**src/rtl/board_pkg.sv**
```systemverilog
// Shared board geometry, cell/row types and the fetch FSM encoding used by
// the row fetch arbiter and its trigger generator.
package board_pkg;

   localparam int BOARD_W     = 10;   // cells per board row
   localparam int BOARD_H     = 20;   // rows per board
   localparam int SQUARE_SIZE = 21;   // scan lines per block row
   localparam int CELL_W      = 16;   // {R[11:8],G[7:4],B[3:0]} in [11:0]
   localparam int LAST_LINE   = 479;  // final visible DrawY

   localparam int ROW_BITS = 5;
   localparam int COL_BITS = 4;
   localparam int ADDR_W   = ROW_BITS + COL_BITS;

   typedef logic [CELL_W-1:0] cell_t;
   typedef cell_t [BOARD_W-1:0] row_t;

   typedef enum logic [1:0] {IDLE, FETCH, DRAIN, SWAP} fetch_state_t;

   // Board RAM address of one cell: row in the upper bits, column below.
   function automatic logic [ADDR_W-1:0] cell_addr(input logic [ROW_BITS-1:0] row,
                                                   input logic [COL_BITS-1:0] col);
      return {row, col};
   endfunction

endpackage

```
**src/rtl/row_trigger_gen.sv**
```systemverilog
// Rising-edge detect on hs plus the board row to prefetch for the next
// block row. The trigger pulses for one cycle on the hs edge only when the
// line after DrawY starts a new block row (or the frame has ended, which
// restarts at row 0).
module row_trigger_gen
   import board_pkg::*;
(
   input  logic                Clk,
   input  logic                reset_n,
   input  logic                hs,
   input  logic [9:0]          DrawY,
   output logic                trigger,
   output logic [ROW_BITS-1:0] target_row
);

   localparam logic [10:0] SQ_L   = 11'(SQUARE_SIZE);
   localparam logic [10:0] LAST_L = 11'(LAST_LINE);
   localparam logic [10:0] ROWS_L = 11'(BOARD_H);

   logic        hs_q;
   logic        hs_rise;
   logic [10:0] next_line;
   logic [10:0] quot;
   logic [10:0] rem;

   // Remember last cycle's hs so a rising edge is seen exactly once.
   // NOTE: state registers use non-blocking assignments so every flop samples pre-edge values.
   always_ff @(posedge Clk or negedge reset_n) begin
      if (!reset_n) hs_q <= 1'b0;
      else          hs_q <= hs;
   end

   assign hs_rise = hs & ~hs_q;

   // Decide whether this hs edge starts a fetch and which row it targets.
   // NOTE: every output of a combinational block gets a default first, so no latch can form.
   always_comb begin
      next_line  = {1'b0, DrawY} + 11'd1;
      quot       = next_line / SQ_L;
      rem        = next_line % SQ_L;
      trigger    = 1'b0;
      target_row = '0;
      if ({1'b0, DrawY} >= LAST_L) begin
         trigger    = hs_rise;
         target_row = '0;
      end else if ((rem == '0) && (quot < ROWS_L)) begin
         trigger    = hs_rise;
         target_row = quot[ROW_BITS-1:0];
      end
   end

endmodule

```
**src/rtl/row_fetch_arbiter.sv**
```systemverilog
// Row fetch arbiter: at each block-row boundary it reads the next board row
// from the shared single-port board RAM into a shadow buffer and swaps it
// into the display row buffer in one cycle. Game logic gets the RAM only
// while no fetch is in flight; display fetches always win.
// Optional build macro: ROWFETCH_OVERRUN_CNT_EN adds overrun_cnt, counting
// triggers lost to a busy fetch and excessively long game waits.
module row_fetch_arbiter
   import board_pkg::*;
(
   input  logic                Clk,
   input  logic                reset_n,
   input  logic                hs,
   input  logic [9:0]          DrawY,
   input  logic                game_req,
   input  logic                game_we,
   input  logic [ROW_BITS-1:0] game_row,
   input  logic [COL_BITS-1:0] game_col,
   input  cell_t               game_wdata,
   output logic                game_gnt,
   output logic                game_rvalid,
   output cell_t               game_rdata,
   output logic [ADDR_W-1:0]   mem_addr,
   output logic                mem_we,
   output cell_t               mem_wdata,
   input  cell_t               mem_rdata,
   output row_t                Row,
   output logic [ROW_BITS-1:0] rowNum,
   output logic                row_valid
`ifdef ROWFETCH_OVERRUN_CNT_EN
   ,
   output logic [7:0]          overrun_cnt
`endif
);

   localparam logic [COL_BITS-1:0] LAST_COL = COL_BITS'(BOARD_W - 1);

   fetch_state_t        state;
   fetch_state_t        state_d;
   logic                trigger;
   logic [ROW_BITS-1:0] trig_row;
   logic [ROW_BITS-1:0] target;
   logic [COL_BITS-1:0] col;
   row_t                shadow;
   logic                rd_pend;

   row_trigger_gen u_trig (
      .Clk        (Clk),
      .reset_n    (reset_n),
      .hs         (hs),
      .DrawY      (DrawY),
      .trigger    (trigger),
      .target_row (trig_row)
   );

   // FSM state register.
   always_ff @(posedge Clk or negedge reset_n) begin
      if (!reset_n) state <= IDLE;
      else          state <= state_d;
   end

   // FSM next state: a fetch runs IDLE -> FETCH x10 -> DRAIN -> SWAP -> IDLE.
   always_comb begin
      state_d = state;
      case (state)
         IDLE:    if (trigger) state_d = FETCH;
         FETCH:   if (col == LAST_COL) state_d = DRAIN;
         DRAIN:   state_d = SWAP;
         SWAP:    state_d = IDLE;
         default: state_d = IDLE;
      endcase
   end

   // FSM outputs: RAM port mux. Game traffic only in IDLE and never in a
   // trigger cycle, so a fetch always sees a stable row.
   always_comb begin
      game_gnt  = 1'b0;
      mem_addr  = '0;
      mem_we    = 1'b0;
      mem_wdata = '0;
      case (state)
         IDLE: begin
            game_gnt  = game_req & ~trigger;
            mem_addr  = cell_addr(game_row, game_col);
            mem_we    = game_req & ~trigger & game_we;
            mem_wdata = game_wdata;
         end
         FETCH:   mem_addr = cell_addr(target, col);
         default: ;
      endcase
   end

   // Fetch datapath: column counter, shadow capture one cycle behind the
   // address, single-cycle swap, and the game read-return flag.
   // NOTE: the row buffers are reset here because a reset must blank the display row, not just the control.
   always_ff @(posedge Clk or negedge reset_n) begin
      if (!reset_n) begin
         target    <= '0;
         col       <= '0;
         shadow    <= '0;
         Row       <= '0;
         rowNum    <= '0;
         row_valid <= 1'b0;
         rd_pend   <= 1'b0;
      end else begin
         rd_pend <= game_gnt & ~game_we;
         case (state)
            IDLE: begin
               if (trigger) begin
                  target <= trig_row;
                  col    <= '0;
               end
            end
            FETCH: begin
               if (col != '0)       shadow[col - 4'd1] <= mem_rdata;
               if (col != LAST_COL) col <= col + 4'd1;
            end
            DRAIN: shadow[BOARD_W-1] <= mem_rdata;
            SWAP: begin
               Row       <= shadow;
               rowNum    <= target;
               row_valid <= 1'b1;
            end
            default: ;
         endcase
      end
   end

   // RAM read data arrives one cycle after the grant; pass it straight through.
   assign game_rvalid = rd_pend;
   assign game_rdata  = rd_pend ? mem_rdata : '0;

`ifdef ROWFETCH_OVERRUN_CNT_EN
   logic [4:0] wait_cnt;
   logic       denied;
   logic       lost_trig;
   logic       late_wait;
   logic [8:0] ovr_sum;
   logic [7:0] ovr_next;

   assign denied    = game_req & ~game_gnt;
   assign lost_trig = trigger & (state != IDLE);
   assign late_wait = denied & (wait_cnt >= 5'd16);

   // Saturating sum of this cycle's overrun events.
   always_comb begin
      ovr_sum  = {1'b0, overrun_cnt} + {8'd0, lost_trig} + {8'd0, late_wait};
      ovr_next = (ovr_sum > 9'd255) ? 8'hFF : ovr_sum[7:0];
   end

   // Track consecutive denied game cycles and accumulate overruns.
   always_ff @(posedge Clk or negedge reset_n) begin
      if (!reset_n) begin
         wait_cnt    <= '0;
         overrun_cnt <= '0;
      end else begin
         if (!denied)               wait_cnt <= '0;
         else if (wait_cnt != 5'd31) wait_cnt <= wait_cnt + 5'd1;
         overrun_cnt <= ovr_next;
      end
   end
`endif

endmodule

```
**config.mk**
```make
export PLATFORM = sky130hd
export DESIGN_NAME = row_fetch_arbiter
export DESIGN_NICKNAME = d
export VERILOG_FILES = /design/src/rtl/board_pkg.sv /design/src/rtl/row_trigger_gen.sv /design/src/rtl/row_fetch_arbiter.sv
export SDC_FILE = /design/constraint.sdc
export NUM_CORES = 1
export LEC_CHECK = 0
export CAP_MARGIN = 20
export CORE_MARGIN = 1.5
export CORE_UTILIZATION = 45
export CTS_CLUSTER_DIAMETER = 60
export DETAILED_ROUTE_END_ITERATION = 16
export GPL_TIMING_DRIVEN = 0
export PLACE_DENSITY_LB_ADDON = 0.3
export SYNTH_ARGS = -nofsm -noshare
export SYNTH_HDL_FRONTEND = slang
export SYNTH_SLANG_ARGS = --single-unit
export TNS_END_PERCENT = 100
```
**constraint.sdc**
```tcl
create_clock -name Clk -period 5.45 [get_ports Clk]
set_input_delay 0.545 -clock Clk [delete_from_list [all_inputs] [get_ports Clk]]
set_output_delay 0.545 -clock Clk [all_outputs]
set_load 0.01 [all_outputs]
```
---- Word level (Yosys, flattened, before mapping) ----
Cells that the tools add are included.
Widths: inputs -> output; s select.
cells by class
  multiplexer cells ....................... 20
  bitwise logic cells ..................... 7
  equality and inequality tests ........... 9
  add/subtract/negate cells ............... 3
  magnitude comparators ................... 4
  div/mod/pow operators ................... 2
  reductions and logical operators ........ 12
operators with widths
  cell                   count
  $bwmux 160             1
  $mux 160               1
  $demux 16 s4           1
  $mux 16                3
  $pmux 16 s2            1
  $pmux 9 s2             1
  $add 10x1->11 const B  1
  $div 11x5->11 const B  1
  $logic_not 11->1       1
  $lt 11x5->1 const B    1
  $mod 11x5->11 const B  1
  $ge 10x9->1 const B    1
  $mux 5                 2
  $mux 4                 2
  $ne 2x2->1 const B     4
  $pmux 2 s4             1
  $pmux 4 s2             1
  $reduce_and 2->1       4
  $lt 4x5->1 const B     1
  $add 4x1->4 const B    1
  $and 1x1->1            4
  $eq 2x2->1 const B     2
  $eq 4x4->1 const B     1
  $ge 4x1->1 const B     1
  11 further kinds       19
storage, ports and cells
  word-level logic and storage cells ...... 84
  flip-flop bits (word level) ............. 339

---- Logic depth before layout (Yosys ltp) ----
  depth after elaboration ................. 10
  depth in mapped cells ................... 22
  gate-level depth less buffers ........... 19

---- By module ----
Synthesis repeated with hierarchy kept, for this count alone.
second synthesis, totals
  cell total of the unflattened synthesis .. 1,143
  area, all modules ....................... 15,319.7 µm²
by module, submodules not included
  module             instances  cells each  area each (µm²)
  row_fetch_arbiter  1          835         13,231.4
  row_trigger_gen    1          308         2,088.3

---- Worst setup path before layout ----
OpenSTA, ideal clock, no wires.
  path type ............................... in2out
  start ................................... input port DrawY[0]
  end ..................................... output port mem_we
  path buffers ............................ 2
  stages on the path ...................... 20
  data required time ...................... 4.905 ns
  path slack .............................. -0.171 ns
  data arrival time ....................... 5.076 ns
  path through ............................ ha_1 -> clkbuf_1 -> nand3b_1 -> o21bai_1 -> o2111a_1 -> o21ai_1 -> or4b_1 -> o31ai_2 -> a222oi_1 -> or4b_1 -> o21ai_2 -> nor4b_1 -> o32a_2 -> a211oi_2 -> o211a_1 -> buf_6 -> o32ai_1 -> a211o_1 -> a21oi_4 -> and3_1
between the ends
  longest elaborated chain between the ends .. 10
  elaborated cells on any way between the ends .. 13
  classes of those cells .................. 1 x add/sub; 2 x div; 2 x order compare; 3 x mux; 3 x bitwise; 2 x reduce/logical
RTL lines
  element                                          line                                          text
  start: declaration                               row_fetch_arbiter.sv:13                       input logic [9:0] DrawY,
  $add 10x1->11                                    row_trigger_gen.sv:38                         next_line = {1'b0, DrawY} + 11'd1;
  $div 11x5->11 or $mod 11x5->11 (tied branches)   row_trigger_gen.sv:39, row_trigger_gen.sv:40
  $lt 11x5->1 or $logic_not 11->1 (tied branches)  row_trigger_gen.sv:46                         end else if ((rem == '0) && (quot < ROWS_L)) begin
  $logic_and 1x1->1                                row_trigger_gen.sv:46
  $mux 1                                           row_trigger_gen.sv:46
  $mux 1 *                                         row_trigger_gen.sv:43                         if ({1'b0, DrawY} >= LAST_L) begin
  $not 1->1 *                                      row_fetch_arbiter.sv:84                       mem_we = game_req & ~trigger & game_we;
  $and 1x1->1 * (2 in series)                      row_fetch_arbiter.sv:84
  $mux 1 *                                         row_fetch_arbiter.sv:80                       case (state)
  end: declaration                                 row_fetch_arbiter.sv:23                       output logic mem_we,
Every way passes the cells marked *; elsewhere a longest branch is shown, timed or not.

---- Final worst setup path ----
  start ................................... input port DrawY[5]
  end ..................................... output port mem_we
Same word-level chain as after synthesis.

==> out/results.ini <==
[outcome]
status = complete, but fails checks
violations = negative setup slack

[clock_network]
htree_levels = 2
worstSkewPairLatency_ns = 0.53
cts-root-buf = clkbuf_16
numCtsBuffers = 37
path_clk_slew_ns = 0.06
clock-sinks = 339
clockBufferDepth = 3
cts_tree = done

[power]
vdd_drop_max_mv = 0.333
power_density_nw_per_um2 = 486
cellLeakagePower_nw = 9.23

[global_routing]
grt.overflow.total = 0
antenna_found_initial = 0
grt_max_degree = 131
first_global_vias = 11100
gr-usage-all-layers_pct = 23.8
grt_pass1_wl_um = 63000

[placement]
dp_hpwl_um = 28300
gp_congestion = 0.883
placed_area_um2 = 18400
post-place-ws_ns = -2.38
io_buffers = 261
dp.cells = 1830

[layout]
register_area_um2 = 8480
nets = 1553
fillers = 2535
postLayoutCellArea_um2 = 20700
post-route-util_pct = 63.1
drive_gt1_share_pct = 37.2
final_cells = 1951
n_antenna_cell = 0
multiInputGateArea_um2 = 6940
area_delta_synth_final_pct = 37.3

[sta]
tns_ns = -1.11
fin_crit_sh_pct = 111
setup_viol = 2
rsz0062_at_grt = yes
hold_viol = 0
finalMaxSlewViolations = 0
slew_headroom_pct = 43.0
period_needed_ns = 6.04
worstMarginPinSlew_ns = 0.851
fmax_ghz = 0.166
skew_ns = 0.0261
fin_ws_ns = -0.585

[setup_path]
cpMostUsedCell = buf_6
crit_path_end_kind = output port
start_kind = input port
arrival_ns = 5.49
crit_path_top_delay_cell = or4_4
max_stage_delay_ns = 0.56
path_class = in -> out
path_delay_family = compound AO/OA/AOI/OAI gates
cp.required_ns = 4.91
crit_chain = clkbuf_2, buf_6, nand4_1, or4_4, a311oi_4, o31a_1, buf_4, nand2_4, a21oi_2, a222oi_1, buf_4, buf_6, or4b_4, o21ai_4, nor4b_4, o32a_4, a211oi_2, o211a_1, buf_6, o32ai_2, a211o_1, a21oi_4, and3_4, buf_6
crit_fanout = 6
path_buf_inv = 7

[synth]
syn-num-nets = 1194
synth_area_um2 = 15100
ys_seq_area_share_pct = 56.3
avgSynthCellArea_um2 = 13.4
yosysWarnings = 0
synth-edff-count = 0
synth_cell_types = 81
synthFlopType = dfrtp_1
netlist_instances = 1124
ys_ff_latch = 339
ys_async_sr_fraction_pct = 100

[routing]
vias = 10700
antenna_left = 0
routedWlPerCell_um = 21.1
drt_iter0_markers = 636
viasPerCell = 5.50
dr.pass1.iters = 5
drc_errors = 0
drt_wl_total_um = 41100

[floorplan]
die_w_um = 186
die_h_um = 186
core.rowCount = 66
core_um2 = 32800
initial_utilization_pct = 46.0
ios = 266
die_area_um2 = 34600

[run]
drv_cap = 0

[hold_path]
hold_path.class = in -> async

metal layers:
metal	routed length, um	vias up	part of all wire, %	global-route usage (%)
li1	-	4781	-	-
met1	16900	5546	41	30.1
met2	20400	333	50	40.5
met3	2970	65	7.2	6.38
met4	851	0	2.1	6.00
met5	0	-	0	0
cells in the final DEF, fill, tap and decap left out, types with 6 or more instances in the layout:
cell,count
clkdlybuf4s50_1,252
buf_6,13
nor3_2,6
and2_1,37
clkbuf_16,38
nand3_1,14
a21oi_1,13
dfrtp_1,339
buf_4,54
clkbuf_1,59
a22o_1,10
nor3_1,11
inv_1,10
xnor2_1,6
nor2_1,33
mux2_2,325
o21ai_0,17
clkinv_2,6
nand2_1,41
ha_1,13
worst register-to-register path: cells and delay by family (launching register included):
kind / cells / cell delay [ns]
AND/OR/NAND/NOR: 4 / 1.25
buffers and inverters: 2 / 0.77
flip-flops: 1 / 0.56
multiplexers: 1 / 0.42
adder cells (fa/ha/maj): 1 / 0.24
per-stage QoR:
step / hold WS (ns) / total power, W
final: 0.0197 / 0.0101
after global routing: 0.0802 / 0.0106
after CTS: 0.0544 / 0.0100
after detailed placement: 0.468 / 0.00738
after global placement: 0.452 / 0.00726
after floorplan: 0.249 / 0.00576
synth_stat cells, drive strengths merged, types with 3 or more instances:
cell	instances	area [um2]
dfrtp	339	8480
mux2	327	3680
clkbuf	53	199
nand2	43	161
and2	38	238
nor2	38	143
o21ai	27	139
a21oi	18	101
nor3	18	95.1
nand3	16	80.1
ha	14	175
buf	13	71.3
inv	12	45.0
xnor2	12	105
a22o	10	87.6
o31ai	9	91.3
xor2	9	97.6
and3	8	50.1
mux2i	7	70.1
a21o	6	45.0
nor4	6	37.5
a211oi	5	47.5
and4	5	46.3
nand4	5	37.5
o21a	5	37.5
o2bb2ai	5	43.8
or3	5	31.3
a32oi	4	35.0
a2111oi	3	26.3
a31oi	3	18.8
nor2b	3	18.8
o211a	3	30.0
o211ai	3	27.5
o311ai	3	26.3
o32a	3	31.3
o32ai	3	26.3
or2	3	18.8
area by class of cell:
type / count / area share (%)
plain buffers: 65 / 1.54
clock buffers: 50 / 4.96
flip-flops and latches: 339 / 41.0
repair buffers: 321 / 15.1
inverters: 12 / 0.218
clock inverters: 15 / 0.937
well taps: 442 / 2.67
multi-input cells: 707 / 33.5
final timing paths:
path	from	endpoint	slack [ns]	depth (start not counted)
hold reg to reg	row_valid	row_valid	0.48	1
max in group asynchronous	reset_n	Row[68]	3.85	3
setup / recovery	DrawY[5]	mem_we	-0.59	24
hold / removal	reset_n	shadow[123]	0.02	1
min in group Clk	row_valid	row_valid	0.48	1
setup reg to reg	col[0]	shadow[101]	2.11	8
power by group:
group | switching, W | internal [W] | total (W)
Combinational | 0.00166 | 0.00209 | 0.00376
Clock | 0.00102 | 0.00148 | 0.00250
Sequential | 0.000457 | 0.00334 | 0.00379
Total | 0.00314 | 0.00691 | 0.0101
state kept, by name (all words and copies together), names as in the netlist:
register and flops:
u_trig.hs_q 1, state 2, target 5, Row 160
row_valid 1, col 4, rowNum 5, shadow 160
game_rvalid 1
cell families after synthesis:
group	Yosys count	synth area share (%)
AOI/OAI and AO/OA	138	7.21
and+or+nand+nor	199	6.93
buffers and inverters	78	2.09
muxes	334	24.9
DFF	339	56.3
adders and majority gates	15	1.23
xor gates and xnor gates	21	1.35
what timing repair did:
action | in CTS | in global routing
resized for setup | 80 | 89
setup buffers | 30 | 26
pin swaps | 14 | 45
hold buffers | 0 | 0
endpoints found under the setup margin | 14 | 14
(Power assumes the default switching activity.)
